<file path="src/rtl/serial_compare_seq_if.sv">
// Operand/result bundle between the serial front-end and its driver/comparator side.
interface serial_compare_seq_if #(
   parameter int unsigned W     = 3,
   parameter int unsigned CNT_W = 4
);
   logic             start;
   logic             sin;
   logic             sin_valid;
   logic [W-1:0]     a;
   logic [W-1:0]     b;
   logic [W-1:0]     o;
   logic [W-1:0]     res;
   logic             res_valid;
   logic             busy;
   logic             err;
   logic [CNT_W-1:0] eq_cnt;

   // Driver side: issues requests and serial bits, returns the comparator result.
   modport master (
      output start, sin, sin_valid, o,
      input  a, b, res, res_valid, busy, err, eq_cnt
   );

   // Front-end side.
   modport slave (
      input  start, sin, sin_valid, o,
      output a, b, res, res_valid, busy, err, eq_cnt
   );
endinterface

</file>
<file path="src/rtl/serial_compare_seq.sv">
// Serial operand loader for the 3-bit magnitude comparator: shifts in A then B
// MSB first, holds them for one compare cycle, captures the one-hot result and
// keeps a saturating count of equal results.
module serial_compare_seq #(
   parameter int unsigned W     = 3,
   parameter int unsigned CNT_W = 4
) (
   input logic                clk,
   input logic                rst,
   serial_compare_seq_if.slave bus
);

   localparam int unsigned BIT_CNT_W = $clog2(W);
   localparam logic [BIT_CNT_W-1:0] LAST_BIT = BIT_CNT_W'(W - 1);

   typedef enum logic [2:0] {
      IDLE    = 3'd0,
      SHIFT_A = 3'd1,
      SHIFT_B = 3'd2,
      COMPARE = 3'd3,
      DONE    = 3'd4
   } state_t;

   state_t               state_q, state_d;
   logic [BIT_CNT_W-1:0] bit_cnt_q, bit_cnt_d;
   logic [W-1:0]         a_q, a_d;
   logic [W-1:0]         b_q, b_d;
   logic [W-1:0]         res_q, res_d;
   logic                 res_valid_q, res_valid_d;
   logic                 busy_q, busy_d;
   logic                 err_q, err_d;
   logic [CNT_W-1:0]     eq_cnt_q, eq_cnt_d;
   logic                 onehot_c;

   // The comparator output must have exactly one bit set to be trusted.
   assign onehot_c = (bus.o != '0) && ((bus.o & (bus.o - W'(1))) == '0);

   // Next-state, datapath and registered-output decode.
   always_comb begin
      state_d   = state_q;
      bit_cnt_d = bit_cnt_q;
      a_d       = a_q;
      b_d       = b_q;
      res_d     = res_q;
      err_d     = err_q;
      eq_cnt_d  = eq_cnt_q;

      case (state_q)
         IDLE: begin
            if (bus.start) begin
               state_d   = SHIFT_A;
               bit_cnt_d = '0;
               a_d       = '0;
               b_d       = '0;
            end
         end
         SHIFT_A: begin
            if (bus.sin_valid) begin
               a_d = {a_q[W-2:0], bus.sin};
               if (bit_cnt_q == LAST_BIT) begin
                  state_d   = SHIFT_B;
                  bit_cnt_d = '0;
               end else begin
                  bit_cnt_d = bit_cnt_q + BIT_CNT_W'(1);
               end
            end
         end
         SHIFT_B: begin
            if (bus.sin_valid) begin
               b_d = {b_q[W-2:0], bus.sin};
               if (bit_cnt_q == LAST_BIT) begin
                  state_d   = COMPARE;
                  bit_cnt_d = '0;
               end else begin
                  bit_cnt_d = bit_cnt_q + BIT_CNT_W'(1);
               end
            end
         end
         COMPARE: begin
            if (onehot_c) begin
               res_d = bus.o;
            end else begin
               res_d = '0;
               err_d = 1'b1;
            end
            if ((bus.o == W'(3'b010)) && (eq_cnt_q != '1)) begin
               eq_cnt_d = eq_cnt_q + CNT_W'(1);
            end
            state_d = DONE;
         end
         DONE: begin
            if (bus.start) begin
               state_d   = SHIFT_A;
               bit_cnt_d = '0;
               a_d       = '0;
               b_d       = '0;
            end else begin
               state_d = IDLE;
            end
         end
         default: begin
            state_d = IDLE;
         end
      endcase

      res_valid_d = (state_d == DONE);
      busy_d      = (state_d == SHIFT_A) || (state_d == SHIFT_B) || (state_d == COMPARE);
   end

   // State and output registers; synchronous reset discards any partial operand.
   always_ff @(posedge clk) begin
      if (rst) begin
         state_q     <= IDLE;
         bit_cnt_q   <= '0;
         a_q         <= '0;
         b_q         <= '0;
         res_q       <= '0;
         res_valid_q <= 1'b0;
         busy_q      <= 1'b0;
         err_q       <= 1'b0;
         eq_cnt_q    <= '0;
      end else begin
         state_q     <= state_d;
         bit_cnt_q   <= bit_cnt_d;
         a_q         <= a_d;
         b_q         <= b_d;
         res_q       <= res_d;
         res_valid_q <= res_valid_d;
         busy_q      <= busy_d;
         err_q       <= err_d;
         eq_cnt_q    <= eq_cnt_d;
      end
   end

   assign bus.a         = a_q;
   assign bus.b         = b_q;
   assign bus.res       = res_q;
   assign bus.res_valid = res_valid_q;
   assign bus.busy      = busy_q;
   assign bus.err       = err_q;
   assign bus.eq_cnt    = eq_cnt_q;

endmodule

</file>
<file path="src/flat_wrapper.sv">
// flat-port wrapper written by rule: the top's interface ports become plain ports
module serial_compare_seq_flat 
#(
   parameter int unsigned W     = 3,
   parameter int unsigned CNT_W = 4
)
  (clk, rst, bus_start, bus_sin, bus_sin_valid, bus_o, bus_a, bus_b, bus_res, bus_res_valid, bus_busy, bus_err, bus_eq_cnt);
  serial_compare_seq_if #(.W(W), .CNT_W(CNT_W)) bus_i ();
  input logic clk;
  input logic rst;
  input wire logic [$bits(bus_i.start)-1:0] bus_start;
  input wire logic [$bits(bus_i.sin)-1:0] bus_sin;
  input wire logic [$bits(bus_i.sin_valid)-1:0] bus_sin_valid;
  input wire logic [$bits(bus_i.o)-1:0] bus_o;
  output wire logic [$bits(bus_i.a)-1:0] bus_a;
  output wire logic [$bits(bus_i.b)-1:0] bus_b;
  output wire logic [$bits(bus_i.res)-1:0] bus_res;
  output wire logic [$bits(bus_i.res_valid)-1:0] bus_res_valid;
  output wire logic [$bits(bus_i.busy)-1:0] bus_busy;
  output wire logic [$bits(bus_i.err)-1:0] bus_err;
  output wire logic [$bits(bus_i.eq_cnt)-1:0] bus_eq_cnt;
  assign bus_i.start = bus_start;
  assign bus_i.sin = bus_sin;
  assign bus_i.sin_valid = bus_sin_valid;
  assign bus_i.o = bus_o;
  assign bus_a = bus_i.a;
  assign bus_b = bus_i.b;
  assign bus_res = bus_i.res;
  assign bus_res_valid = bus_i.res_valid;
  assign bus_busy = bus_i.busy;
  assign bus_err = bus_i.err;
  assign bus_eq_cnt = bus_i.eq_cnt;
  serial_compare_seq #(.W(W), .CNT_W(CNT_W)) u_core (.clk(clk), .rst(rst), .bus(bus_i));
endmodule
</file>
<file path="config.mk">
export PLATFORM = sky130hd
export DESIGN_NAME = serial_compare_seq_flat
export DESIGN_NICKNAME = d
export VERILOG_FILES = /design/src/rtl/serial_compare_seq_if.sv /design/src/rtl/serial_compare_seq.sv /design/src/flat_wrapper.sv
export SDC_FILE = /design/constraint.sdc
export NUM_CORES = 1
export LEC_CHECK = 0
export ABC_AREA = 1
export BUFFER_PORTS_ARGS = -buffer_cell sky130_fd_sc_hd__buf_4
export CORE_AREA = 2 2 47 49
export DETAILED_ROUTE_END_ITERATION = 10
export DIE_AREA = 0 0 49 51
export GPL_TIMING_DRIVEN = 1
export PLACE_DENSITY = 0.72
export SYNTH_ARGS = -nofsm -noshare
export SYNTH_HDL_FRONTEND = slang
export SYNTH_SLANG_ARGS = --single-unit
</file>
<file path="constraint.sdc">
create_clock -name clk -period 1.25 [get_ports clk]
set_clock_uncertainty 0.05 [all_clocks]
set_input_delay 0.25 -clock clk [delete_from_list [all_inputs] [get_ports clk]]
set_output_delay 0.25 -clock clk [all_outputs]
set_load 0.1 [all_outputs]
</file>
# Word level (Yosys, flattened, before mapping)
# Index checks and enable logic that the tools add are counted.
[totals]
regBits = 21
out_inout_bits = 16
elab_cells = 63
[classes]
add_sub_neg = 3
eq_ne = 15
muxes = 17
n_bitwise = 2
reduce_logical = 17
[ops]
columns = ["cell", "count"]
rows = [
  ["2-to-1 mux 3 bit", 9],
  ["== test 3 x 2 -> 1 bit, second input constant", 5],
  ["case mux 3 bit (5 select lines)", 1],
  ["case mux 3 bit (2 select lines)", 2],
  ["AND reduction 3 bit", 3],
  ["== test 3 x 1 -> 1 bit, second input constant", 2],
  ["== test 3 bit, second input constant", 2],
  ["zero test 3 bit", 2],
  ["2-to-1 mux 2 bit", 3],
  ["nonzero test 2 bit", 3],
  ["adder 4 x 1 -> 4 bit, second input constant", 1],
  ["!= test 2 x 1 -> 1 bit, second input constant", 2],
  ["!= test 2 bit, second input constant", 2],
  ["!= test 4 bit, second input constant", 1],
  ["case mux 2 bit (2 select lines)", 1],
  ["AND reduction 2 bit", 2],
  ["OR reduction 2 bit", 2],
  ["bitwise AND 3 bit", 1],
  ["nonzero test 3 bit", 1],
  ["subtractor 3 x 1 -> 3 bit, second input constant", 1],
  ["adder 2 x 1 -> 2 bit, second input constant", 1],
  ["== test 2 bit, second input constant", 1],
  ["logical AND 1 bit", 2],
  ["logical OR 1 bit", 2],
  ["other kinds (2)", 2],
]

# Longest topological paths before layout
[logic_depth]
word_depth = 7
depth_mapped = 7

# Least setup slack after synthesis
# OpenSTA, ideal clock, no wires.
[synth_timing]
kind = "register to register"
startpoint = "reg u_core.eq_cnt_q[0], in the netlist u_core.bus.eq_cnt[0]"
endpoint = "reg u_core.eq_cnt_q[3], in the netlist u_core.bus.eq_cnt[3]"
setup_ns = 0.071
t_arrival_ns = 1.899
setup_slack_ns = -0.770
path_stages_with_launch = 6
path_cell_list = "dfxtp_1 -> ha_1 -> nand3_1 -> nand3_1 -> nand2_1 -> a21oi_1"
[synth_via]
elab_chain_len = 3
word_cells_on_any_way = 4
[synth_rtl]
columns = ["item", "line_no", "rtl"]
rows = [
  ["from (decl)", "serial_compare_seq.sv:32", "logic [CNT_W-1:0] eq_cnt_q, eq_cnt_d;"],
  ["from (signal assigned)", "serial_compare_seq.sv:131", "eq_cnt_q <= eq_cnt_d;"],
  ["branches (longest 3 deep; another with adder 4 x 1 -> 4 bit)", "-", ""],
]
# Parallel ways; which one is timed is not known.
# A chain may end at the register's enable or synchronous reset.

# Worst setup path in the final report
[layout_timing]
startpoint = "reg u_core.eq_cnt_q[0], in the netlist u_core.bus.eq_cnt[0]"
endpoint = "out bus_eq_cnt[0]"
[layout_rtl]
columns = ["item", "line_no", "rtl"]
rows = [
  ["to (decl)", "flat_wrapper.sv:21", "output wire logic [$bits(bus_i.eq_cnt)-1:0] bus_eq_cnt;"],
]
# No word-level cell between the ends.

==> summary.log <==
qor: run_status.status finished clean
qor: setup_path.worst-endpoint-required 0.95 ns
qor: global_routing.grt_first_pass_wirelength 3.77 mm
qor: global_routing.grt_start_max_net_pins 15
qor: floorplan.die-height 51 um
qor: final_layout.number_of_standard_cells_in_the_final_layout_excluding_fillers 193
qor: placement.final_weighted_congestion_of_routability_driven_global_placement 0.884
qor: synth.synth.avg_cell_area 7.02 um2
qor: pwr.static-leakage-power 0.575 nW
qor: final_layout.stdcell_area 1330 um2
qor: placement.placement.io_buffers 23
qor: setup_path.reg2regPathDepth 6
qor: cts.cts_setup_buffers 0
qor: sta.max_clock_freq 823 MHz
qor: placement.detailedPlacementHpwl 1.62 mm
qor: synth.synth-edff-count 0
qor: final_layout.highest_count_cells_in_the_layout_ignoring_fill_and_taps 30 x sky130_fd_sc_hd__nand2_1, 17 x sky130_fd_sc_hd__nor2_1, 16 x sky130_fd_sc_hd__inv_1, 16 x sky130_fd_sc_hd__nand3_1, 14 x sky130_fd_sc_hd__buf_4
qor: route.highest_layer met4
qor: setup_path.worstReg2RegEnd u_core.bit_cnt_q[1]$_SDFFE_PP0P_
qor: flow_run.cap_violations 0
qor: sta.worst_slew_pin_slew 0.282 ns
qor: global_routing.grt_pass1_vias 894
qor: setup_path.cp_slowest_cell sky130_fd_sc_hd__dfxtp_4
qor: cts.clkSinkCount 21
qor: worst_hold_path.min_delay_worst_endpoint u_core.bus.b[0]$_SDFFE_PP0P_
qor: synth.post_synth_instance_area 955 um2
qor: setup_path.crit_path_kind reg2out
qor: pwr.power_density 1010 nW/um2
qor: floorplan.design.die.area 2500 um2
qor: sta.final.period_utilization 97.2%
qor: synth.post_synthesis_net_count 145
qor: cts.clk-insertion-delay-late 0.29 ns
qor: final_layout.diodes 0
qor: route.drt_first_iter_violations 21
qor: final_layout.layout.nets 175
qor: cts.cts-hold-fix-buffers 0
qor: route.drt_pass1_iterations 4
qor: setup_path.timing.critical_path.buf_inv 1
qor: final_layout.area_delta_synth_final 39.1%
qor: route.detailroute.wirelength.met3 80 um
qor: pwr.worst_ir_drop_on_vdd 0.642 mV
qor: setup_path.crit_path_max_fanout 6
qor: sta.period_minus_slack 1.22 ns
qor: final_layout.final_layout_size_suffix_gt1_share 32.1%
qor: cts.tritoncts done
qor: setup_path.critPathTopFamily flip-flops
qor: route.remaining_drc_errors 0
qor: global_routing.global_route.overflow_total 0
qor: final_layout.n_fill_cell 197
qor: floorplan.core_area 2060 um2
qor: global_routing.antenna_found_initial 0
qor: synth.netlist-cell-type-count 19
qor: setup_path.setup.reg_to_reg.worst_slack 0.11 ns
qor: setup_path.worstSetupEndpointType output port
qor: sta.hold_viol_final 0
qor: sta.finalMaxSlewViolations 0
qor: cts.cts.clk_slew.worst_paths 0.11 ns
qor: sta.max-slew-margin-rel 81.4%
qor: synth.seq_area_frac_synth 44.0%
qor: synth.ys_async_sr_fraction 0%
qor: floorplan.num_io_pins 24
qor: floorplan.start_util 46.3%
qor: cts.clock_buffers_created_by_tritoncts 3
qor: worst_hold_path.worstHoldStart rst
qor: setup_path.slowest_delay 0.42 ns
qor: route.postRouteAntennaNets 0
qor: sta.hold_ws 0.160 ns
qor: global_routing.global_route_usage_over_all_layers 19.0%
qor: route.routedLengthMet1 915 um
qor: setup_path.crit_path_start_kind flip-flop
qor: worst_hold_path.whs_path_depth 2
qor: setup_path.timing.critical_path.cells buf_8
qor: final_layout.leading_cell_type_in_the_layout_fill_and_taps_excluded sky130_fd_sc_hd__nand2_1
qor: synth.dominantRegCellSynth sky130_fd_sc_hd__dfxtp_1
qor: synth.synth-seq-cells 21
qor: cts.cts_max_level 1
qor: synth.synth-warning-count 0
qor: placement.placed_cells 189
qor: worst_hold_path.hp-class in2reg
qor: cts.max-clock-path-buffers 2
qor: placement.detailed_place.area 1230 um2
qor: route.met2_length 1.14 mm
qor: route.vias_per_cell 4.95
qor: setup_path.cp_data_arrival_time 0.92 ns
qor: route.drt_wl_total 2.17 mm
qor: route.routed-via-count 956
qor: cts.root_buffer sky130_fd_sc_hd__clkbuf_4
qor: setup_path.critical_path.reg2reg.startpoint u_core.state_q[2]$_SDFF_PP0_
qor: sta.setup_violations 0
qor: synth.post_synth_inst_count 136
qor: route.wl_per_cell 11.2 um
qor: floorplan.std_cell_rows 17
qor: floorplan.die_w 49 um
## routing by layer
| metal | vias up | global-route usage [%] |
|---|---|---|
| met5 | - | 0 |
| li1 | 503 | - |
| met1 | 430 | 22.1 |
| met4 | 0 | 8.10 |
| met2 | 19 | 35.4 |
| met3 | 4 | 2.05 |
## power breakdown
part	total, mW	switching (mW)	internal [mW]
registers	0.712	0.0232	0.689
clock network	0.318	0.194	0.124
logic	0.311	0.215	0.0954
## kinds of logic (layout without fill, tap and decap cells)
group / after synthesis / after routing / share of synthesized area (%)
xor gates and xnor gates: 1 / 1 / 0.918
and+or+nand+nor: 78 / 78 / 37.0
buffers and inverters: 17 / 46 / 6.68
AOI/OAI and AO/OA: 18 / 18 / 10.1
adders and majority gates: 1 / 1 / 1.31
DFF: 21 / 21 / 44.0
## cells in the mapped netlist (2+ instances only)
cell,number,area (um2)
sky130_fd_sc_hd__nand2_1,30,113
sky130_fd_sc_hd__dfxtp_1,21,420
sky130_fd_sc_hd__nor2_1,19,71.3
sky130_fd_sc_hd__nand3_1,18,90.1
sky130_fd_sc_hd__inv_1,16,60.1
sky130_fd_sc_hd__a21oi_1,13,65.1
sky130_fd_sc_hd__nand4_1,3,18.8
sky130_fd_sc_hd__nor3_1,3,15.0
sky130_fd_sc_hd__nor2_4,2,22.5
sky130_fd_sc_hd__o21ai_0,2,10.0
## worst max-delay path by stage
stage                                            from                      endpoint  cells past startpoint
finish              u_core.bus.eq_cnt[0]$_SDFFE_PP0P_                 bus_eq_cnt[0]                      1
CTS                 u_core.bus.eq_cnt[0]$_SDFFE_PP0P_                 bus_eq_cnt[0]                      1
global route             u_core.state_q[0]$_SDFF_PP0_  u_core.bus.b[2]$_SDFFE_PP0P_                      6
detailed placement       u_core.state_q[0]$_SDFF_PP0_  u_core.bus.a[0]$_SDFFE_PP0P_                      6
global placement         u_core.state_q[0]$_SDFF_PP0_  u_core.bus.a[0]$_SDFFE_PP0P_                      6
floorplan                u_core.bus.b[2]$_SDFFE_PP0P_  u_core.bus.b[2]$_SDFFE_PP0P_                      2
## sequential cells by signal (all words and copies together), names as in the netlist
signal / cells
u_core.bus.eq_cnt: 4
u_core.bus.err: 1
u_core.bus.a: 3
u_core.bus.res_valid: 1
u_core.bus.busy: 1
u_core.bit_cnt_q: 2
u_core.bus.res: 3
u_core.bus.b: 3
u_core.state_q: 3
## metrics by stage
| step | TNS [ns] | setup slack [ns] | total power, mW | util, % |
|---|---|---|---|---|
| CTS | 0 | 0.00115 | 1.35 | 61.9 |
| detailed placement | 0 | 0.0638 | 1.02 | 59.6 |
| global placement | 0 | 0.0815 | 1.02 | 59.6 |
| finish | 0 | 0.0346 | 1.34 | 64.3 |
| global route | -0.00835 | -0.00555 | 1.41 | 64.3 |
| floorplan | -0.0423 | -0.0333 | 0.945 | - |
## cell type report
cell class | count | area (um2) | area share (%)
Sequential cell | 21 | 448 | 33.7
Multi-Input combinational cell | 98 | 503 | 37.9
Clock buffer | 4 | 26.3 | 1.98
Timing Repair Buffer | 26 | 255 | 19.2
Inverter | 16 | 60.1 | 4.52
Tap cell | 28 | 35.0 | 2.64
## timing repair
item,4_1_cts,5_1_grt
gates resized for setup,6,16
setup endpoints to repair,6,20
hold endpoints to repair,0,0
Note: power is estimated with default switching activity, not from simulation.
